`src/rtl/multicycle_ctrl.sv`:
```
// Multi-cycle main controller for the MIPS core: sequences fetch/decode/execute/memory/writeback.
// Optional build macro MCTRL_ILLEGAL_TRAP_EN: unrecognised opcodes trap instead of acting as NOPs.
//
// state    | meaning
// IDLE     | post-reset, no request outstanding
// FETCH    | read instruction at PC, PC += 4
// DECODE   | dispatch on opcode, branch target into ALUOut
// EXEC_R   | R-type ALU operation
// EXEC_I   | immediate ALU operation
// MEM_ADDR | load/store address calculation
// MEM_RD   | load data read
// MEM_WR   | store data write
// WB_ALU   | write ALU result to register file
// WB_MEM   | write loaded data to register file
// BRANCH   | BEQ compare and conditional PC write
// JUMP     | PC <- jump target
// TRAP     | illegal opcode, held until reset
module multicycle_ctrl (
  input  logic        clk,
  input  logic        rst,
  input  logic [5:0]  opcode,
  input  logic        memReady,
  output logic        memReq,
  output logic        memWe,
  output logic        iOrD,
  output logic        irWrite,
  output logic        pcWrite,
  output logic        pcWriteCond,
  output logic [1:0]  ctrlPCSrc,
  output logic [1:0]  ctrlRegDst,
  output logic [1:0]  ctrlMemToReg,
  output logic [2:0]  ctrlALUOp,
  output logic        ctrlALUSrcA,
  output logic [1:0]  ctrlALUSrcB,
  output logic        ctrlRegWrite,
  output logic        ctrlImmExtend,
  output logic [3:0]  state,
  output logic        illegal,
  output logic [31:0] instrCount
);

  typedef enum logic [3:0] {
    S_IDLE     = 4'd0,
    S_FETCH    = 4'd1,
    S_DECODE   = 4'd2,
    S_EXEC_R   = 4'd3,
    S_EXEC_I   = 4'd4,
    S_MEM_ADDR = 4'd5,
    S_MEM_RD   = 4'd6,
    S_MEM_WR   = 4'd7,
    S_WB_ALU   = 4'd8,
    S_WB_MEM   = 4'd9,
    S_BRANCH   = 4'd10,
    S_JUMP     = 4'd11,
    S_TRAP     = 4'd12
  } state_t;

  localparam logic [5:0] OP_RTYPE = 6'b000000;
  localparam logic [5:0] OP_J     = 6'b000010;
  localparam logic [5:0] OP_BEQ   = 6'b000100;
  localparam logic [5:0] OP_ADDI  = 6'b001000;
  localparam logic [5:0] OP_ADDIU = 6'b001001;
  localparam logic [5:0] OP_ANDI  = 6'b001100;
  localparam logic [5:0] OP_ORI   = 6'b001101;
  localparam logic [5:0] OP_XORI  = 6'b001110;
  localparam logic [5:0] OP_LW    = 6'b100011;
  localparam logic [5:0] OP_SW    = 6'b101011;

  localparam logic [2:0] ALU_FUNCT = 3'b000;
  localparam logic [2:0] ALU_ADD   = 3'b001;
  localparam logic [2:0] ALU_ADDU  = 3'b010;
  localparam logic [2:0] ALU_AND   = 3'b011;
  localparam logic [2:0] ALU_OR    = 3'b100;
  localparam logic [2:0] ALU_XOR   = 3'b101;
  localparam logic [2:0] ALU_SUB   = 3'b110;

  state_t      state_q, state_d;
  logic [31:0] count_q, count_d;
  logic        retire;

  always_ff @(posedge clk) begin
    if (rst) begin
      state_q <= S_IDLE;
      count_q <= '0;
    end else begin
      state_q <= state_d;
      count_q <= count_d;
    end
  end

  always_comb begin
    state_d = state_q;
    case (state_q)
      S_IDLE:     state_d = S_FETCH;
      S_FETCH:    if (memReady) state_d = S_DECODE;
      S_DECODE: begin
        case (opcode)
          OP_RTYPE:                                   state_d = S_EXEC_R;
          OP_ADDI, OP_ADDIU, OP_ANDI, OP_ORI, OP_XORI: state_d = S_EXEC_I;
          OP_LW, OP_SW:                               state_d = S_MEM_ADDR;
          OP_BEQ:                                     state_d = S_BRANCH;
          OP_J:                                       state_d = S_JUMP;
`ifdef MCTRL_ILLEGAL_TRAP_EN
          default:                                    state_d = S_TRAP;
`else
          default:                                    state_d = S_FETCH;
`endif
        endcase
      end
      S_EXEC_R:   state_d = S_WB_ALU;
      S_EXEC_I:   state_d = S_WB_ALU;
      S_MEM_ADDR: state_d = (opcode == OP_SW) ? S_MEM_WR : S_MEM_RD;
      S_MEM_RD:   if (memReady) state_d = S_WB_MEM;
      S_MEM_WR:   if (memReady) state_d = S_FETCH;
      S_WB_ALU:   state_d = S_FETCH;
      S_WB_MEM:   state_d = S_FETCH;
      S_BRANCH:   state_d = S_FETCH;
      S_JUMP:     state_d = S_FETCH;
      S_TRAP:     state_d = S_TRAP;
      default:    state_d = S_IDLE;
    endcase
  end

  // Every completed instruction re-enters FETCH from somewhere other than IDLE/FETCH.
  assign retire  = (state_d == S_FETCH) && (state_q != S_IDLE) && (state_q != S_FETCH);
  assign count_d = retire ? count_q + 32'd1 : count_q;

  always_comb begin
    memReq        = 1'b0;
    memWe         = 1'b0;
    iOrD          = 1'b0;
    irWrite       = 1'b0;
    pcWrite       = 1'b0;
    pcWriteCond   = 1'b0;
    ctrlPCSrc     = 2'b00;
    ctrlRegDst    = 2'b00;
    ctrlMemToReg  = 2'b00;
    ctrlALUOp     = ALU_FUNCT;
    ctrlALUSrcA   = 1'b0;
    ctrlALUSrcB   = 2'b00;
    ctrlRegWrite  = 1'b0;
    ctrlImmExtend = 1'b0;
    case (state_q)
      S_FETCH: begin
        memReq      = 1'b1;
        irWrite     = memReady;
        pcWrite     = memReady;
        ctrlALUSrcB = 2'b01;
        ctrlALUOp   = ALU_ADDU;
      end
      S_DECODE: begin
        ctrlALUSrcB   = 2'b11;
        ctrlALUOp     = ALU_ADD;
        ctrlImmExtend = 1'b1;
      end
      S_EXEC_R: begin
        ctrlALUSrcA = 1'b1;
        ctrlALUOp   = ALU_FUNCT;
      end
      S_EXEC_I: begin
        ctrlALUSrcA = 1'b1;
        ctrlALUSrcB = 2'b10;
        case (opcode)
          OP_ADDI:  begin ctrlALUOp = ALU_ADD;  ctrlImmExtend = 1'b1; end
          OP_ADDIU: begin ctrlALUOp = ALU_ADDU; ctrlImmExtend = 1'b1; end
          OP_ANDI:  ctrlALUOp = ALU_AND;
          OP_ORI:   ctrlALUOp = ALU_OR;
          OP_XORI:  ctrlALUOp = ALU_XOR;
          default:  ctrlALUOp = ALU_FUNCT;
        endcase
      end
      S_MEM_ADDR: begin
        ctrlALUSrcA   = 1'b1;
        ctrlALUSrcB   = 2'b10;
        ctrlALUOp     = ALU_ADD;
        ctrlImmExtend = 1'b1;
      end
      S_MEM_RD: begin
        memReq = 1'b1;
        iOrD   = 1'b1;
      end
      S_MEM_WR: begin
        memReq = 1'b1;
        memWe  = 1'b1;
        iOrD   = 1'b1;
      end
      S_WB_ALU: begin
        ctrlRegWrite = 1'b1;
        ctrlRegDst   = (opcode == OP_RTYPE) ? 2'b01 : 2'b00;
      end
      S_WB_MEM: begin
        ctrlRegWrite = 1'b1;
        ctrlMemToReg = 2'b01;
      end
      S_BRANCH: begin
        ctrlALUSrcA = 1'b1;
        ctrlALUOp   = ALU_SUB;
        pcWriteCond = 1'b1;
        ctrlPCSrc   = 2'b01;
      end
      S_JUMP: begin
        pcWrite   = 1'b1;
        ctrlPCSrc = 2'b10;
      end
      default: ;
    endcase
  end

`ifdef MCTRL_ILLEGAL_TRAP_EN
  assign illegal = (state_q == S_TRAP);
`else
  assign illegal = 1'b0;
`endif

  assign state      = state_q;
  assign instrCount = count_q;

endmodule

```
`config.mk`:
```
export PLATFORM = sky130hd
export DESIGN_NAME = multicycle_ctrl
export DESIGN_NICKNAME = d
export VERILOG_FILES = /design/src/rtl/multicycle_ctrl.sv
export SDC_FILE = /design/constraint.sdc
export NUM_CORES = 1
export LEC_CHECK = 0
export ABC_AREA = 1
export BUFFER_PORTS_ARGS = -buffer_cell sky130_fd_sc_hd__clkbuf_2
export CAP_MARGIN = 15
export CORE_MARGIN = 2
export CORE_UTILIZATION = 45
export CTS_CLUSTER_DIAMETER = 30
export DETAILED_ROUTE_END_ITERATION = 12
export GPL_ROUTABILITY_DRIVEN = 0
export PLACE_DENSITY = 0.72
export SYNTH_ARGS = -nofsm -noshare
export SYNTH_HDL_FRONTEND = slang
export SYNTH_SLANG_ARGS = --single-unit
```
`constraint.sdc`:
```
create_clock -name clk -period 1.5 [get_ports clk]
set_input_delay 0.075 -clock clk [delete_from_list [all_inputs] [get_ports clk]]
set_output_delay 0.075 -clock clk [all_outputs]
set_load 0.01 [all_outputs]
```
==> metrics.txt, run 1 <==
Yosys top cell by area dfxtp_1; # rows 28; number of global-route vias before repair 3536; Hold Crit Depth 4; Ant. Diodes 0; Max FO, Critical Path 8; Worst Setup Start Kind flip-flop; fin cells 672; max cap viols 0; Hold-fix buffers, CTS 0; FMAX 543 MHz; CP peak stage delay 0.42 ns; Final Hold Violating Endpoints 0; slowest cell on the critical path dfxtp_4; Vias 3839; status finished, violations left; CTS Buf Count 5; Vias/cell 5.71; layout cell share with drive strength beyond 1 46.4%; FF-to-FF setup slack -0.34 ns; DIE AREA roughly 6700 um^2; antenna violations before repair 0; Final setup viols 42; placed cells 630; most frequent cell after synthesis nand2_1; die width just over 80 um; die height 82.0 um; First-pass DRT Iterations 5; Starting Density 46.5%; TritonCTS clock tree done; GRT Overall Usage 32.9%; drt initial violations 443; Worst-path clk slew around 0.080 ns; ANT nets after route 0; Slew Limit Headroom 40.7%; measured slew at the worst slew-check pin 0.889 ns; worst-path cell chain inv_4, nand2_4, nor2_4, inv_2, nand2_2, nor2_2, nand2_2, nor2_4, buf_6, nand2_8, nand2_2, a21oi_1; remaining routing DRC violations 0; Seq/Total Area, Yosys 26.3%; Worst path depth 12; Reg2Reg Depth 12; synthesized area per cell 6.15 um^2; cell count after synthesis 445; synth warn 0; Final min period around 1.8 ns; IO Port Bufs 62; largest net degree at the start of global routing 37; Post-synth EDFFs 0; RSZ-0062 raised after global routing yes; Core ar. 5890 um^2; htree depth 2; critical path's top delay family simple AND/OR/NAND/NOR gates; Max Slew Vio Count 0; num ports between 60 and 70; Reg-to-Reg Start state[1]; cell mode on critical path nand2_2; largest cells by area after synthesis dfxtp_1 (26%), nand2_1 (20%), nor2_1 (9.9%), nand3_1 (6.4%), a21oi_1 (5.9%); Clk Latency, worst-skew pair 0.30 ns; Main synth FF type dfxtp_1; failing checks negative setup slack; final hold slack 0.196 ns; Hold Crit Start opcode[4]; Setup CP Type reg2reg; clock root cell clkbuf_8; first-pass GRT wire length 16.9 mm; Final nets 606; grt ovf 0; Area growth syn-to-layout 61.5%; maximum vdd drop around 510 uV; R2R Path End instrCount[22]; Syn Std Cell Area 2740 um^2; Hold Path End state[0]; most frequent cells after synthesis nand2_1 (148), nor2_1 (72), dfxtp_1 (36); critical path required time 1.64 ns; Crit. End Element flip-flop; WL per Instance 17.4 um; top cell type's share of synthesized area 26.3%; FFs w/ async S/R, synth 0%; Worst Clk Skew 0.00581 ns; PnR worst setup slack -0.342 ns; Final period util 123%; HP Class in2reg; PwrDens 526 nW/um^2; static leakage roughly 1.9 nW; worst path bufs/invs 3; DPL Wire Length 6.24 mm; Total Wirelength 11.7 mm; final setup TNS -11.50 ns; #FFs+latches synth 36; CTS sink cnt 36; Synth cell types 35; critical path arrival 1.99 ns; CTS max path bufs 2
## logic make-up (layout without fill, tap and decap cells)
group                      count (synthesis)  after routing  synth area share (%)
AOI/OAI and AO/OA                         42             42                  8.28
DFF                                       36             36                  26.3
and+or+nand+nor                          302            305                  50.2
xor gates and xnor gates                  15             15                  4.80
other                                      1              3                 0.137
adders and majority gates                  1              1                 0.457
buffers and inverters                     48            195                  9.83
## worst reg2reg max path, cell delays in order, from the launching register on
cell	delay, ns
dfxtp_4	0.42
inv_4	0.07
nand2_4	0.09
nor2_4	0.04
inv_2	0.08
nand2_2	0.06
nor2_2	0.13
nand2_2	0.10
nor2_4	0.24
buf_6	0.19
nand2_8	0.12
nand2_2	0.08
a21oi_1	0.06
## metrics by stage
| stage | power, W | area (um^2) | worst slack, ns | utilization [%] |
|---|---|---|---|---|
| after floorplan | 0.00121 | 2760 | -0.0303 | - |
| after global placement | 0.00129 | 3500 | -0.114 | 59.5 |
| after detailed placement | 0.00130 | 3500 | -0.193 | 59.5 |
| after CTS | 0.00223 | 4190 | -0.183 | 71.1 |
| after global routing | 0.00238 | 4420 | -0.359 | 75.1 |
| final | 0.00232 | 4420 | -0.342 | 75.1 |
## flip-flops by register name (all words and copies together), names as in the netlist
signal and count:
instrCount 32, state 4
## routing by layer
layer | up-vias | track usage (%) | share of wire [%]
met3 | 80 | 5.27 | 10
met5 | - | 0 | 0
li1 | 1733 | - | -
met4 | 0 | 16.8 | 5.3
met2 | 273 | 55.2 | 48
met1 | 1753 | 40.5 | 36
## area by class of cell
class | instances | area [um^2]
flip-flops and latches | 36 | 734
inverters | 30 | 123
fillers | 401 | 1470
clock buffers | 8 | 90.1
repair buffers | 157 | 1220
multi-input cells | 366 | 2150
well taps | 75 | 93.8
## worst max path at each step
stage | endpoint | slack (ns) | startpoint
6_report | instrCount[22] | -0.34 | state[1]
3_3_place_gp | instrCount[17] | -0.11 | state[1]
5_1_grt | instrCount[10] | -0.36 | state[1]
3_5_place_dp | instrCount[3] | -0.19 | state[1]
4_1_cts | instrCount[20] | -0.18 | state[3]
2_1_floorplan | instrCount[0] | -0.03 | state[1]
## placed cells by master, fill, tap and decap left out, drive strengths merged
master / count
o21ai: 4
o31ai: 2
nor3: 1
nor4: 1
a21oi: 32
nand3: 41
a211oi: 1
xor2: 11
nand3b: 15
xnor2: 4
buf: 107
dfxtp: 36
or2: 1
nor2: 80
nand4: 6
clkbuf: 58
inv: 30
a41oi: 1
conb: 3
a31oi: 1
nand2: 159
o2111ai: 1
nor3b: 1
ha: 1
## power breakdown
group          leakage (nW)  switching (W)  internal (W)  total (W)
logic                  1.58       0.000332      0.000264   0.000596
clock network        0.0455       0.000377      0.000375   0.000752
registers             0.293      0.0000152      0.000961   0.000976
total                  1.92       0.000724       0.00160    0.00232
## what timing repair did
item / CTS / global route
endpoints found under the setup margin: 43 / 45
setup buffers: 20 / 10
endpoints found under the hold margin: 0 / 0
pin swaps: 14 / 27
gates resized for setup: 76 / 63
cloned: 6 / 0
Note: power is estimated with default switching activity, not from simulation.
==> run 2, diff against run 1 <==
Settings changed: PLACE_DENSITY 0.72 to 0.69.
Clock period 1.5 ns to 2.2 ns, I/O delays scaled along.
==> metrics.txt, run 2 (synthesis results as in run 1) <==
status finished, final reports clean; # rows 28 (unchanged); Crit. End Element flip-flop; number of global-route vias before repair 2561 (-28%); Vias/cell 5.25 (-8.1%); Final Hold Violating Endpoints 0 (unchanged); ANT nets after route 0 (unchanged); WL per Instance 12.5 um (-29%); final hold slack 0.250 ns (+0.0541 ns); num ports 66 (unchanged); final setup TNS 0 ns (+11.50 ns); Max FO, Critical Path 32 (+24); TritonCTS clock tree done; max reg flops 32 (unchanged); Clk Latency, worst-skew pair 0.29 ns (about the same); layout cell share with drive strength beyond 1 21.0% (-25 points); # fillers 596 (+49%); Setup Fix Bufs, Post-CTS 0 (-100%); First-pass DRT Iterations 4 (-1); Slew Limit Headroom 47.8% (+7.0 points); CTS Buf Count 5 (unchanged); IO Port Bufs 62 (unchanged); CTS max path bufs 2 (unchanged); Final min period 1.97 ns (+0.128 ns); DPL Wire Length 5.60 mm (-10%); Worst Clk Skew 0.00515 ns (-0.000664 ns); die height 82.0 um (unchanged); clock root cell clkbuf_8; GRT Overall Usage 22.5% (-10 points); maximum vdd drop 386 uV (-24%); htree depth 2 (unchanged); grt ovf 0 (unchanged); Final period util 89.5% (-33 points); measured slew at the worst slew-check pin 0.783 ns (-0.106 ns); antenna violations before repair 0 (unchanged); Total Wirelength 7.21 mm (-39%); Worst Setup Start Kind flip-flop; Final setup viols 0 (-100%); remaining routing DRC violations 0 (unchanged); commonest non-fill, non-tap cell in the layout nand2_1; Max Slew Vio Count 0 (unchanged); most frequent cells in the layout nand2_1 (148), nor2_1 (71), clkbuf_2 (62); FMAX 508 MHz (-6.5%); DIE AREA 6720 um^2 (unchanged); RSZ-0062 raised after global routing no; PwrDens 426 nW/um^2 (-19%); critical path required time 2.34 ns (+0.70 ns); die width 82.0 um (unchanged); FF-to-FF setup slack 0.23 ns (+0.57 ns); drt initial violations 172 (-61%); Setup CP Type reg2reg; Starting Density 46.5% (unchanged); CTS sink cnt 36 (unchanged); largest net degree at the start of global routing 37 (unchanged); first-pass GRT wire length 11.9 mm (-30%); critical path arrival 2.11 ns (+0.12 ns); Ant. Diodes 0 (unchanged); static leakage 1.31 nW (-32%); max cap viols 0 (unchanged); HP Class in2reg; Final nets 513 (-15%); Core ar. 5890 um^2 (unchanged); Worst-path clk slew 0.07 ns (about the same); Vias 3039 (-21%); Area growth syn-to-layout 14.1%
==> run 2: final timing paths <==
check / cells after the start / to / start
min reg2reg: 2 / instrCount[31] / instrCount[31]
max reg2reg: 11 / instrCount[25] / state[1]
min: 4 / state[0] / opcode[4]
max: 11 / instrCount[25] / state[1]
==> run 2: power breakdown <==
part	internal, W	switching, W
sequential	0.000656	0.00000939
combinational	0.0000517	0.000123
clock	0.000256	0.000235
total	0.000964	0.000367
==> run 2: area by class of cell <==
type                       instances  area (um^2)  share of cell area (%)
multi-input combinational        363         1760                    56.3
sequential                        36          721                    23.1
timing repair buffer              67          348                    11.1
inverter                          30          113                    3.61
clock buffer                       8         90.1                    2.89
tap                               75         93.8                    3.01
==> run 2: repair_timing <==
action / in CTS / in global routing
resized for setup: 0 / 1
setup endpoints to repair: 0 / 2
hold buffers: 0 / 0
endpoints found under the hold margin: 0 / 0
==> run 2: through the flow <==
stage	instances	setup slack (ns)	utilization [%]	total power, W	area (um^2)
floorplan	447	0.485	-	0.000820	2740
global placement	571	0.302	51.5	0.000854	3030
detailed placement	571	0.240	51.5	0.000855	3030
CTS	579	0.230	53.0	0.00134	3120
global route	579	0.0524	53.0	0.00138	3120
finish	579	0.230	53.0	0.00133	3120
==> run 2: worst max-delay path: stages, from the launching register on <==
cell	delay, ns
dfxtp_1	0.55
inv_2	0.08
nand2_2	0.10
nor2_2	0.06
inv_2	0.07
nand2_1	0.06
nor2_2	0.09
nand2_2	0.08
nor2_4	0.26
nand2_4	0.26
nand2_1	0.13
a21oi_1	0.07
==> run 2: routing by layer <==
| layer | track usage (%) | vias to the layer above | part of all wire, % |
|---|---|---|---|
| li1 | - | 1547 | - |
| met1 | 32.2 | 1374 | 49 |
| met2 | 35.4 | 110 | 43 |
| met3 | 3.74 | 8 | 6.9 |
| met4 | 4.83 | 0 | 0.94 |
| met5 | 0 | - | 0 |
==> run 3, diff against run 2 <==
Settings changed: BUFFER_PORTS_ARGS -buffer_cell sky130_fd_sc_hd__clkbuf_2 to -buffer_cell sky130_fd_sc_hd__buf_2.
==> metrics.txt, run 3 (synthesis results as in run 1) <==
status finished, final reports clean; Reg-to-Reg Start instrCount[1]; First-pass DRT Iterations 5 (+1); antenna violations before repair 0 (unchanged); worst path bufs/invs 1 (-1); Setup CP Type reg2reg; maximum vdd drop 234 uV (-39%); PwrDens 428 nW/um^2 (+0.50%); number of global-route vias before repair 2598 (+1.4%); final setup TNS 0 ns (unchanged); # fillers 621 (+4.2%); Max Slew Vio Count 0 (unchanged); num ports 66 (unchanged); max cap viols 0 (unchanged); TritonCTS clock tree done; Crit. End Element flip-flop; worst-path cell chain ha_1, inv_1, nor2_1, nand2_1, nor2_1, xor2_1, nand3_1, a21oi_1; CP peak stage delay 0.38 ns (-0.17 ns); remaining routing DRC violations 0 (unchanged); Starting Density 46.5% (unchanged); commonest non-fill, non-tap cell in the layout nand2_1; Worst Clk Skew 0.00395 ns (-0.00120 ns); sequential cell area 722 um^2 (+0.17%); Setup Fix Bufs, Post-CTS 0 (unchanged); drt initial violations 199 (+16%); IO Port Bufs 62 (unchanged); critical path arrival 2.18 ns (+0.07 ns); fin cells 579 (unchanged); CTS max path bufs 2 (unchanged); die height 82.0 um (unchanged); Core ar. 5890 um^2 (unchanged); critical path's top delay family simple AND/OR/NAND/NOR gates; CTS Buf Count 5 (unchanged); Final setup viols 0 (unchanged); final core occ 53.0% (about the same); slowest cell on the critical path dfxtp_1; Reg2Reg Depth 8 (-3); first-pass GRT wire length 12.1 mm (+1.4%); grt ovf 0 (unchanged); # rows 28 (unchanged); Hold-fix buffers, CTS 0 (unchanged); RSZ-0062 raised after global routing no; WL per Instance 12.7 um (+1.7%); Vias/cell 5.19 (-1.1%); Vias 3006 (-1.1%); Final min period 1.96 ns (-0.0111 ns); max reg flops 32 (unchanged); largest net degree at the start of global routing 37 (unchanged); DIE AREA 6720 um^2 (unchanged); Final period util 89.0% (-0.50 points); clock root cell clkbuf_8; Worst Setup Start Kind flip-flop; CP Launch Point instrCount[1]; most frequent cells in the layout nand2_1 (148), nor2_1 (72), buf_2 (62); Final nets 513 (unchanged); Slew Limit Headroom 56.0% (+8.2 points); post-CTS sizing 0 (unchanged); Design Power 0.00134 W (+0.46%); Hold Crit Start opcode[4]; critical path required time 2.42 ns (+0.08 ns); static leakage 1.36 nW (+3.4%); cell mode on critical path nor2_1; Worst path depth 8 (-3); placed cells 571 (unchanged); Clk Latency, worst-skew pair 0.29 ns (about the same); measured slew at the worst slew-check pin 0.661 ns (-0.123 ns); GRT Overall Usage 22.6% (+0.15 points); die width 82.0 um (unchanged); CTS sink cnt 36 (unchanged); FMAX 511 MHz (+0.57%); DPL Wire Length 5.61 mm (+0.18%); layout cell share with drive strength beyond 1 21.0% (unchanged); Ant. Diodes 0 (unchanged); Max FO, Critical Path 5 (-84%); Total Wirelength 7.33 mm (+1.7%); HP Class in2reg; area occupied by multi-input gates 1750 um^2 (-0.14%); Area growth syn-to-layout 14.0% (about the same); Final Hold Violating Endpoints 0 (unchanged); Hold Crit Depth 4 (unchanged); htree depth 2 (unchanged); ANT nets after route 0 (unchanged); Worst-path clk slew 0.07 ns (about the same)
## run 3: cell types whose count changed in the layout (fill, tap and decap cells not counted), sizes merged
| cell | change |
|---|---|
| buf | +62 |
| clkbuf | -62 |
## run 3: per-layer routing
| metal | GRT usage [%] | vias to the layer above | wire length (um) | part of all wire, % |
|---|---|---|---|---|
| li1 | - | 1538 | - | - |
| met1 | 32.0 | 1345 | 3450 | 47 |
| met2 | 36.0 | 115 | 3270 | 45 |
| met3 | 3.30 | 8 | 536 | 7.3 |
| met4 | 5.67 | 0 | 69 | 0.94 |
| met5 | 0 | - | 0 | 0 |
## run 3: area by class of cell
cell class	instances	area share [%]
Multi-Input combinational cell	363	56.2
Sequential cell	36	23.1
Inverter	30	3.61
Clock buffer	8	2.89
Timing Repair Buffer	67	11.1
Tap cell	75	3.01
## run 3: path summary, 6_finish.rpt
check | slack (ns) | to
min | 0.24 | state[0]
min reg2reg | 0.50 | instrCount[31]
max reg2reg | 0.24 | instrCount[16]
max | 0.24 | instrCount[16]
## run 3: metrics by stage
step	area, um^2	hold slack [ns]	setup WS [ns]
finish	3120	0.235	0.241
global route	3120	0.257	0.0696
CTS	3120	0.232	0.224
detailed placement	3030	0.489	0.251
global placement	3030	0.473	0.284
floorplan	2740	0.273	0.485
## run 3: worst register-to-register path, stage by stage (launching register included)
cell and delay [ns]:
dfxtp_1 0.38, ha_1 0.29, inv_1 0.09, nor2_1 0.35, nand2_1 0.20, nor2_1 0.19, xor2_1 0.16, nand3_1 0.09
a21oi_1 0.15
## run 3: report_power, final
| part | leakage [nW] | internal, W | switching [W] | total, W |
|---|---|---|---|---|
| combinational | 1.02 | 0.0000521 | 0.000123 | 0.000175 |
| sequential | 0.291 | 0.000656 | 0.00000953 | 0.000666 |
| clock | 0.0455 | 0.000256 | 0.000240 | 0.000496 |
| total | 1.36 | 0.000964 | 0.000373 | 0.00134 |
